## src/rtl/pipeline_hazard_ctrl.sv

```systemverilog
// Stall/flush sequencer for the 5-stage pipeline: load-use bubbles, MEM-resolved redirects and
// data-memory wait stalls, plus a saturating stall-cycle counter and a sticky memory-timeout flag.
module pipeline_hazard_ctrl #(
  parameter int unsigned CNT_W       = 16,
  parameter int unsigned LU_CYCLES   = 1,
  parameter int unsigned MEM_TIMEOUT = 255
) (
  input  logic             clk_Hzd,
  input  logic             rst_n_Hzd,
  input  logic             IDEX_MemRead,
  input  logic [4:0]       IDEX_Rd,
  input  logic [4:0]       IFID_Rs1,
  input  logic [4:0]       IFID_Rs2,
  input  logic             IFID_Rs1_used,
  input  logic             IFID_Rs2_used,
  input  logic             EXMem_valid,
  input  logic             EXMem_taken,
  input  logic             mem_req,
  input  logic             mem_ready,
  output logic             PC_en,
  output logic             IFID_en,
  output logic             IDEX_en,
  output logic             EXMem_en,
  output logic             MemWB_en,
  output logic             IFID_flush,
  output logic             IDEX_flush,
  output logic             EXMem_flush,
  output logic [CNT_W-1:0] stall_cnt_Hzd,
  output logic             mem_err_Hzd
);

  localparam logic [1:0] RUN      = 2'd0;
  localparam logic [1:0] LU_STALL = 2'd1;
  localparam logic [1:0] MEM_WAIT = 2'd2;

  localparam logic [2:0] LU_INIT = 3'(LU_CYCLES - 1);
  localparam logic [9:0] TIMEOUT = 10'(MEM_TIMEOUT);

  logic [1:0]       state_q, state_d;
  logic [2:0]       lu_cnt_q, lu_cnt_d;
  logic [9:0]       wait_cnt_q, wait_cnt_d;
  logic [CNT_W-1:0] stall_cnt_q, stall_cnt_d;
  logic             mem_err_q, mem_err_d;

  logic lu_hz, redir, mwait;

  assign lu_hz = IDEX_MemRead && (IDEX_Rd != 5'd0) &&
                 ((IFID_Rs1_used && (IFID_Rs1 == IDEX_Rd)) ||
                  (IFID_Rs2_used && (IFID_Rs2 == IDEX_Rd)));
  assign redir = EXMem_valid && EXMem_taken;
  // A dropped mem_req ends a wait just like mem_ready, so one term covers both states.
  assign mwait = mem_req && !mem_ready;

  always_comb begin
    PC_en       = 1'b1;
    IFID_en     = 1'b1;
    IDEX_en     = 1'b1;
    EXMem_en    = 1'b1;
    MemWB_en    = 1'b1;
    IFID_flush  = 1'b0;
    IDEX_flush  = 1'b0;
    EXMem_flush = 1'b0;
    state_d     = state_q;
    lu_cnt_d    = lu_cnt_q;
    wait_cnt_d  = wait_cnt_q;
    mem_err_d   = mem_err_q;

    if (!rst_n_Hzd) begin
      IFID_flush  = 1'b1;
      IDEX_flush  = 1'b1;
      EXMem_flush = 1'b1;
    end else if (mwait) begin
      PC_en    = 1'b0;
      IFID_en  = 1'b0;
      IDEX_en  = 1'b0;
      EXMem_en = 1'b0;
      MemWB_en = 1'b0;
      state_d  = MEM_WAIT;
      lu_cnt_d = 3'd0;
      if (state_q != MEM_WAIT) begin
        wait_cnt_d = 10'd1;
      end else if (wait_cnt_q != 10'h3FF) begin
        wait_cnt_d = wait_cnt_q + 10'd1;
      end
      if (wait_cnt_d == TIMEOUT) begin
        mem_err_d = 1'b1;
      end
    end else begin
      wait_cnt_d = 10'd0;
      if (redir) begin
        IFID_flush  = 1'b1;
        IDEX_flush  = 1'b1;
        EXMem_flush = 1'b1;
        state_d     = RUN;
        lu_cnt_d    = 3'd0;
      end else if (lu_hz || (state_q == LU_STALL)) begin
        PC_en      = 1'b0;
        IFID_en    = 1'b0;
        IDEX_flush = 1'b1;
        if (state_q == LU_STALL) begin
          if (lu_cnt_q <= 3'd1) begin
            state_d  = RUN;
            lu_cnt_d = 3'd0;
          end else begin
            lu_cnt_d = lu_cnt_q - 3'd1;
          end
        end else if (LU_CYCLES > 1) begin
          state_d  = LU_STALL;
          lu_cnt_d = LU_INIT;
        end else begin
          state_d = RUN;
        end
      end else begin
        state_d = RUN;
      end
    end

    stall_cnt_d = stall_cnt_q;
    if (!PC_en && (stall_cnt_q != {CNT_W{1'b1}})) begin
      stall_cnt_d = stall_cnt_q + CNT_W'(1);
    end
  end

  always_ff @(posedge clk_Hzd) begin
    if (!rst_n_Hzd) begin
      state_q     <= RUN;
      lu_cnt_q    <= 3'd0;
      wait_cnt_q  <= 10'd0;
      stall_cnt_q <= '0;
      mem_err_q   <= 1'b0;
    end else begin
      state_q     <= state_d;
      lu_cnt_q    <= lu_cnt_d;
      wait_cnt_q  <= wait_cnt_d;
      stall_cnt_q <= stall_cnt_d;
      mem_err_q   <= mem_err_d;
    end
  end

  assign stall_cnt_Hzd = stall_cnt_q;
  assign mem_err_Hzd   = mem_err_q;

endmodule
```

## config.mk

```make
export PLATFORM = sky130hd
export DESIGN_NAME = pipeline_hazard_ctrl
export DESIGN_NICKNAME = d
export VERILOG_FILES = /design/src/rtl/pipeline_hazard_ctrl.sv
export SDC_FILE = /design/constraint.sdc
export NUM_CORES = 1
export LEC_CHECK = 0
export CORE_MARGIN = 4
export CORE_UTILIZATION = 45
export CTS_BUF_LIST = sky130_fd_sc_hd__clkbuf_2
export DETAILED_ROUTE_END_ITERATION = 10
export PLACE_DENSITY_LB_ADDON = 0.3
export SLEW_MARGIN = 25
export SYNTH_ARGS = -nofsm -noshare
export SYNTH_HDL_FRONTEND = slang
export SYNTH_SLANG_ARGS = --single-unit
```

## constraint.sdc

```tcl
create_clock -name clk_Hzd -period 2.8 [get_ports clk_Hzd]
set_input_delay 0.56 -clock clk_Hzd [delete_from_list [all_inputs] [get_ports clk_Hzd]]
set_output_delay 0.56 -clock clk_Hzd [all_outputs]
set_load 0.02 [all_outputs]
```

# == After elaboration in Yosys (flattened, before gate mapping) ==
# Cells that the tools add are included.
# W data, S select, Z words.
# op_classes
muxes,18
add_sub_neg,2
eq_ne,5
reduce_logical,13
# ops
op,count
$mux W10,4
$add A16 B1 Y16 const B,1
$ne A16 B16 Y1 const B,1
$mux W1,13
$add A10 B1 Y10 const B,1
$eq A10 B8 Y1 const B,1
$eq A5 B5 Y1,2
$ne A10 B10 Y1 const B,1
$logic_and A1 B1 Y1,7
$reduce_bool A5 Y1,1
$reduce_and A2 Y1,2
$logic_not A1 Y1,2
$mux W2,1
$logic_or A1 B1 Y1,1
# totals
input_bits,24
out_inout_bits,25
ff_bits,28

# == Logic depth before layout (Yosys ltp) ==
# Gate-level depths: netlist of run 1.
# logic_depth
word_depth,10
mapped_depth,8

# == Worst setup path after synthesis of run 1 ==
# OpenSTA, ideal clock, no wires.
# synth_path
kind,input-to-output
startpoint,input IDEX_Rd[1]
endpoint,output PC_en
arrival_ns,1.873
slack_ns,0.367
required_ns,2.240
stages,4
path_cell_list,or4_1 -> o2111a_1 -> a21oi_4 -> buf_4
# synth_via
elab_chain_cells,8
word_cells_on_any_way,12
classes_between,eq/ne (2); mux (4); reduce/logical (6)
# synth_rtl
element,line,rtl
"start, declared",11,"input logic [4:0] IDEX_Rd,"
$eq A5 B5 Y1 (on tied branches),"48, 49",
$logic_and A1 B1 Y1 (on tied branches),"48, 49",
$logic_or A1 B1 Y1,48,((IFID_Rs1_used && (IFID_Rs1 == IDEX_Rd)) ||
$logic_and A1 B1 Y1 *,47,assign lu_hz = IDEX_MemRead && (IDEX_Rd != 5'd0) &&
$mux W1 * (4 in a row),-,
"end, declared",20,"output logic PC_en,"
# Mark *: on every way between the ends. The rest lies on a longest branch, timed or not.

# == Worst setup path after layout of run 1 ==
# layout_path
startpoint,input IDEX_Rd[1]
endpoint,output IFID_en
# layout_via
elab_chain_cells,8
word_cells_on_any_way,12
classes_between,eq/ne (2); mux (4); reduce/logical (6)
# layout_rtl
element,line,rtl
$eq A5 B5 Y1 (on tied branches),"48, 49",
$logic_and A1 B1 Y1 (on tied branches),"48, 49",
$logic_or A1 B1 Y1,48,
$logic_and A1 B1 Y1 *,47,
$mux W1 *,96,end else if (lu_hz || (state_q == LU_STALL)) begin
$mux W1 *,90,if (redir) begin
$mux W1 *,72,end else if (mwait) begin
$mux W1 *,68,if (!rst_n_Hzd) begin
"end, declared",21,"output logic IFID_en,"
# Marks and branches as above.

==> results of run 1 <==
==> area by class of cell <==
cell class,instances,area [sq um],share of cell area [%]
Timing Repair Buffer,60,558,26.5
Tap cell,44,55.1,2.61
Inverter,6,22.5,1.07
Sequential cell,28,561,26.6
Clock inverter,1,3.75,0.178
Multi-Input combinational cell,142,891,42.3
Clock buffer,3,15.0,0.713
==> cell usage in the layout (no fill, tap or decap), types with 2 or more instances in the layout <==
cell type,instances
clkbuf_2,5
or4_1,2
nand4_1,8
xnor2_1,16
dfxtp_1,28
o21ai_0,9
and3_1,7
mux2i_1,4
nor3_1,4
inv_1,6
ha_1,2
nor2_1,17
nand3_1,13
o21ai_1,2
nand2_1,16
xor2_1,3
a21oi_1,12
and4_1,4
clkdlybuf4s50_1,45
buf_4,13
a21o_1,2
or3_1,5
==> through the flow <==
step	cells	TNS (ns)	setup WS [ns]
2_1_floorplan	187	0	0.367
3_3_place_gp	280	-2.12	-0.410
3_5_place_dp	280	-2.25	-0.436
4_1_cts	284	-0.319	-0.161
5_1_grt	284	0	0.00774
6_report	284	0	0.0405
==> critical path, stage by stage <==
cell and delay, ns:
clkdlybuf4s50_1 0.43, or4_1 0.56, o2111a_1 0.28, a21oi_4 0.17, clkbuf_2 0.19
==> flip-flops by register name, indices dropped and copies added, names as in the netlist <==
signal         count
stall_cnt_Hzd     16
wait_cnt_q        10
mem_err_Hzd        1
state_q            1
==> routing by layer <==
metal / up-vias / global-route usage [%] / share of wire (%)
met5: - / 0 / 0
met4: 0 / 4.57 / 0.49
met2: 42 / 29.1 / 44
met3: 2 / 4.05 / 6.7
met1: 678 / 21.3 / 49
li1: 763 / - / -
==> worst max-delay path by stage <==
| stage | from | to | slack [ns] | cells past startpoint |
|---|---|---|---|---|
| 6_report | IDEX_Rd[1] | IFID_en | 0.04 | 5 |
| 5_1_grt | IDEX_Rd[1] | IFID_en | 0.008 | 5 |
| 4_1_cts | IDEX_Rd[1] | PC_en | -0.16 | 5 |
| 3_5_place_dp | IDEX_Rd[1] | PC_en | -0.44 | 5 |
| 3_3_place_gp | IDEX_Rd[1] | IFID_en | -0.41 | 5 |
| 2_1_floorplan | IDEX_Rd[1] | PC_en | 0.37 | 4 |
==> repair_timing <==
action / in CTS / in global routing
endpoints found under the setup margin: 3 / 6
pin swaps: 0 / 1
gates resized for setup: 3 / 9
buffers inserted: 0 / 0
==> where the power goes <==
group,switching [mW],total (mW),internal (mW)
logic,0.0428,0.106,0.0632
clock network,0.113,0.144,0.0310
registers,0.00297,0.405,0.402
total,0.159,0.655,0.497
==> cells by family (layout without fill, tap and decap cells) <==
kind of cell	Yosys count	count (layout)	share of synthesized area [%]
mux	5	5	3.34
simple gates	83	83	28.6
buf+inv	17	70	5.70
fa+ha+maj	2	2	1.63
xor+xnor	19	19	10.8
flops	28	28	36.5
compound gates	33	33	13.4
==> synthesized netlist by cell type <==
master / n / area (sq um)
nand4_2: 1 / 12.5
clkbuf_1: 5 / 18.8
a21o_1: 2 / 15.0
nand2b_1: 1 / 6.26
and3_1: 7 / 43.8
a211oi_1: 1 / 7.51
mux2_2: 1 / 11.3
nand2_1: 16 / 60.1
or3_1: 5 / 31.3
buf_6: 1 / 11.3
nor2_1: 17 / 63.8
buf_2: 1 / 5.00
o21a_1: 1 / 7.51
or3b_4: 1 / 11.3
o211ai_1: 1 / 7.51
inv_1: 6 / 22.5
nor3_1: 4 / 20.0
buf_4: 4 / 30.0
o2111a_1: 1 / 11.3
nor2b_1: 1 / 6.26
nor3b_1: 1 / 7.51
a21oi_4: 1 / 16.3
o21ai_1: 2 / 10.0
or4_1: 2 / 15.0
and2_1: 2 / 12.5
a31oi_1: 1 / 6.26
nand4_1: 8 / 50.1
dfxtp_1: 28 / 561
o21bai_1: 1 / 7.51
nand3_1: 13 / 65.1
ha_1: 2 / 25.0
and4_1: 4 / 35.0
a21oi_1: 12 / 60.1
xnor2_1: 16 / 140
o22ai_2: 1 / 12.5
xor2_1: 3 / 26.3
mux2i_1: 4 / 40.0
o21ai_0: 9 / 45.0
==> out/results.txt, run 1 <==
status -> completed
Pwr Total -> 655 uW
WL/cell -> 13.0 um
worst-margin pin slew -> 0.447 ns
Initial Util -> 48.8%
Post-Layout Inst Area -> 0.00211 sq mm
NumNets Final -> 267
post-place instance area -> 0.00210 sq mm
Filler Cell Count -> 287
Clock Pin Slew Worst Setup and Hold Paths -> 0.24 ns
vias per inst -> 5.23
Die H -> 66.5 um
Final Hold Viols -> 0
R2R Path End -> mem_err_Hzd
Hold EP -> mem_err_Hzd
Critical Path Start Type -> input pin
Lkg Pwr -> 0.772 nW
Power Density -> 311 mW/mm^2
max_cap viols -> 0
unrepaired setup endpoints after global routing -> false
syn nets -> 213
Reg2Reg Depth -> 6
post-synthesis average cell area -> 8.22 sq um
share of layout cells above drive strength 1 -> 10.0%
mapped cell area -> 0.00154 sq mm
DRT iter0 DRCs -> 37
Num CTS Buffers -> 3
Crit Path Class -> input pin to output pin
Clock Path Buffers -> 2
min Tclk post-route -> 2.76 ns
post-synthesis sequential area ratio -> 36.5%
first-pass GRT wire length -> 5980 um
Die ar. -> 0.00442 sq mm
Worst EP required -> 2.24 ns
# setup viols final -> 0
worst vdd ir -> 0.244 mV
WL final -> 3690 um
Max Slew Vio Count -> 0
antenna cells -> 0
TritonRoute pass-1 iters -> 4
RR Startpoint -> wait_cnt_q[0]
Setup crit end kind -> output pin
HP Start -> mem_err_Hzd
worst min-delay path class -> register to register
CTS H-tree depth -> 1
Mapped Cells -> 187
hold_buf cts -> 0
RD Place Congestion -> 0.759
Routed Antenna Nets -> 0
vias in the first global route -> 1400
synthesized flop and latch total -> 28
PortBufs -> 48
initial antenna violation count -> 0
synth warn -> 0
Worst Hold Depth -> 2
DR vias -> 1485
# rows -> 20
Congestion Overflow GR -> 0
relative slew slack -> 70.0%
clk sinks -> 28
fin util -> 66.8%
io pins -> 49
Fmax -> 0.362 GHz
Total GRT Usage -> 17.1%
Yosys cell types -> 38
CP arrival -> 2.20 ns
hold slack -> 0.471 ns
pin count of the biggest net entering global routing -> 16
CTS tree -> built
Final Cycle Share -> 98.6%
CTS Root Cell -> clkbuf_2
drt drc -> 0
CP max FO -> 3
die width -> 66.5 um
total core area -> 0.00315 sq mm
Reg2Reg Setup Slack -> 0.66 ns
Synth-to-Final Area Change -> 36.9%
post-detail-place hpwl -> 2920 um
worst skew pair latency -> 0.35 ns
Clock Skew -> 0.00872 ns
Note: power is estimated with default switching activity, not from simulation.
==> run 2: changes to the inputs <==
SKIP_LAST_GASP = 1   (was unset)
==> results of run 2 <==
The final DEF is identical to that of run 1; final timing and power are the same.
==> run 3: changes to the inputs <==
CORE_MARGIN = 2   (was 4)
==> run 3 against run 2 <==
Effect of this change:
- critical path type unchanged
- worst hold slack got worse by 0.0029 ns
- power rose by 14%
- wire length fell by 9.3%
- combinational power barely moved
- global-route usage rose by 0.14 points
- setup slack improved by 0.011 ns
- via count fell by 2.2%
- final cell count rose by 0.35%
- sequential power barely moved
- critical path depth did not move
- die area fell by 12%
- clock skew rose by 0.013 ns
- largest cell class unchanged
==> out/results.txt, run 3 (same netlist as run 1, synthesis figures left out) <==
status -> completed
# rows -> 21
hold_buf cts -> 0
NumNets Final -> 266
Fmax -> 0.364 GHz
CTS H-tree depth -> 1
Most Used Layer, Global Route -> met2
DP Worst Slack -> -0.393 ns
Setup crit end kind -> output pin
Power Density -> 353 mW/mm^2
Lkg Pwr -> 0.779 nW
RD Place Congestion -> 0.824
met1 Track Usage GR -> 21.9%
met3 usage -> 2.88%
Initial Util -> 46.4%
Critical Path Start Type -> input pin
max FFs per register -> 16
vias per inst -> 5.09
CP Buf/Inv Count -> 2
leading cell type in the layout, fill and taps excluded -> clkdlybuf4s50_1
RR Startpoint -> wait_cnt_q[0]
CTS Root Cell -> clkbuf_2
antenna cells -> 0
Max stage delay on crit path -> 0.55 ns
relative slew slack -> 68.6%
setup TNS -> 0 ns
Crit Path Class -> input pin to output pin
vias in the first global route -> 1297
share of layout cells above drive strength 1 -> 10.0%
DR vias -> 1452
post-route insts no fill -> 285
Clock Skew -> 0.0218 ns
worst-margin pin slew -> 0.468 ns
fin util -> 64.2%
Num CTS Buffers -> 3
total core area -> 0.00331 sq mm
commonest non-fill, non-tap cells in the layout -> 45 x clkdlybuf4s50_1, 28 x dfxtp_1, 17 x nor2_1
Clock Pin Slew Worst Setup and Hold Paths -> 0.24 ns
Routed Antenna Nets -> 0
crit path cell chain -> clkdlybuf4s50_1 > or4_1 > o2111a_1 > a21oi_4 > clkbuf_2
DRT iter0 DRCs -> 54
# setup viols final -> 0
first-pass GRT wire length -> 5550 um
Synth-to-Final Area Change -> 38.2%
CP max FO -> 3
worst min-delay path class -> register to register
io pins -> 49
pin count of the biggest net entering global routing -> 17
WL final -> 3340 um
met2 global-route usage -> 31.2%
CP arrival -> 2.19 ns
TritonRoute pass-1 iters -> 4
Congestion Overflow GR -> 0
Die ar. -> 0.00390 sq mm
HP Start -> mem_err_Hzd
drt drc -> 0
clk sinks -> 28
Pwr Total -> 750 uW
post-detail-place hpwl -> 2690 um
unrepaired setup endpoints after global routing -> true
min Tclk post-route -> 2.75 ns
Final Cycle Share -> 98.2%
worst setup margin -> 0.0511 ns
Inst Count DP -> 281
critical path's top delay family -> buffers and inverters
die width -> 62.5 um
WL/cell -> 11.7 um
Max Slew Vio Count -> 0
Worst EP required -> 2.24 ns
post-CTS setup buffer count -> 0
highest-delay cell along the critical path -> or4_1
Total GRT Usage -> 17.2%
Final Hold Viols -> 0
CP startpoint -> IDEX_Rd[2]
Clock Path Buffers -> 2
worst vdd ir -> 0.370 mV
worst skew pair latency -> 0.36 ns
Die H -> 62.5 um
max_cap viols -> 0
initial antenna violation count -> 0
PortBufs -> 48
CTS tree -> built
[run 3: cell types whose count changed in the layout (fill, tap and decap cells not counted)]
cell,change
clkinv_1,-1
buf_2,+1
buf_4,-2
bufinv_16,+1
[run 3: metal layers]
metal | part of all wire [%] | vias to the layer above
li1 | - | 764
met1 | 46 | 666
met2 | 51 | 20
met3 | 2.9 | 2
met4 | 0.39 | 0
met5 | 0 | -
[run 3: cell type report]
cell class | count | area, sq um
clock buffer | 3 | 15.0
clock inverter | 1 | 30.0
fill | 302 | 1190
inverter | 6 | 22.5
multi-input combinational | 142 | 891
sequential | 28 | 561
tap | 46 | 57.6
timing repair buffer | 59 | 548
[run 3: power by group]
| group | internal, mW | switching, mW | leakage, nW |
|---|---|---|---|
| clock network | 0.123 | 0.117 | 0.0266 |
| registers | 0.403 | 0.00290 | 0.226 |
| logic | 0.0627 | 0.0417 | 0.527 |
| total | 0.588 | 0.162 | 0.779 |
[run 3: worst min-delay path, cell delays in order, from the launching register on]
cell and delay (ns):
dfxtp_1 0.37, nand2_1 0.05, o21ai_1 0.05
[run 3: metrics by stage]
stage                     instance area [sq um]  hold WS (ns)
after floorplan                            1540         0.447
after global placement                     2090         0.433
after detailed placement                   2090         0.446
after CTS                                  2130         0.474
after global routing                       2120         0.514
final                                      2120         0.468
[run 3: path summary, 6_finish.rpt]
| check | to | slack [ns] | depth (start not counted) |
|---|---|---|---|
| min reg2reg | mem_err_Hzd | 0.47 | 2 |
| max | PC_en | 0.05 | 5 |
| max reg2reg | mem_err_Hzd | 0.48 | 6 |
| min | mem_err_Hzd | 0.47 | 2 |
[run 3: timing repair]
item                                    4_1_cts  5_1_grt
resized for setup                             3        8
endpoints found under the setup margin        3        6
hold endpoints to repair                      0        0
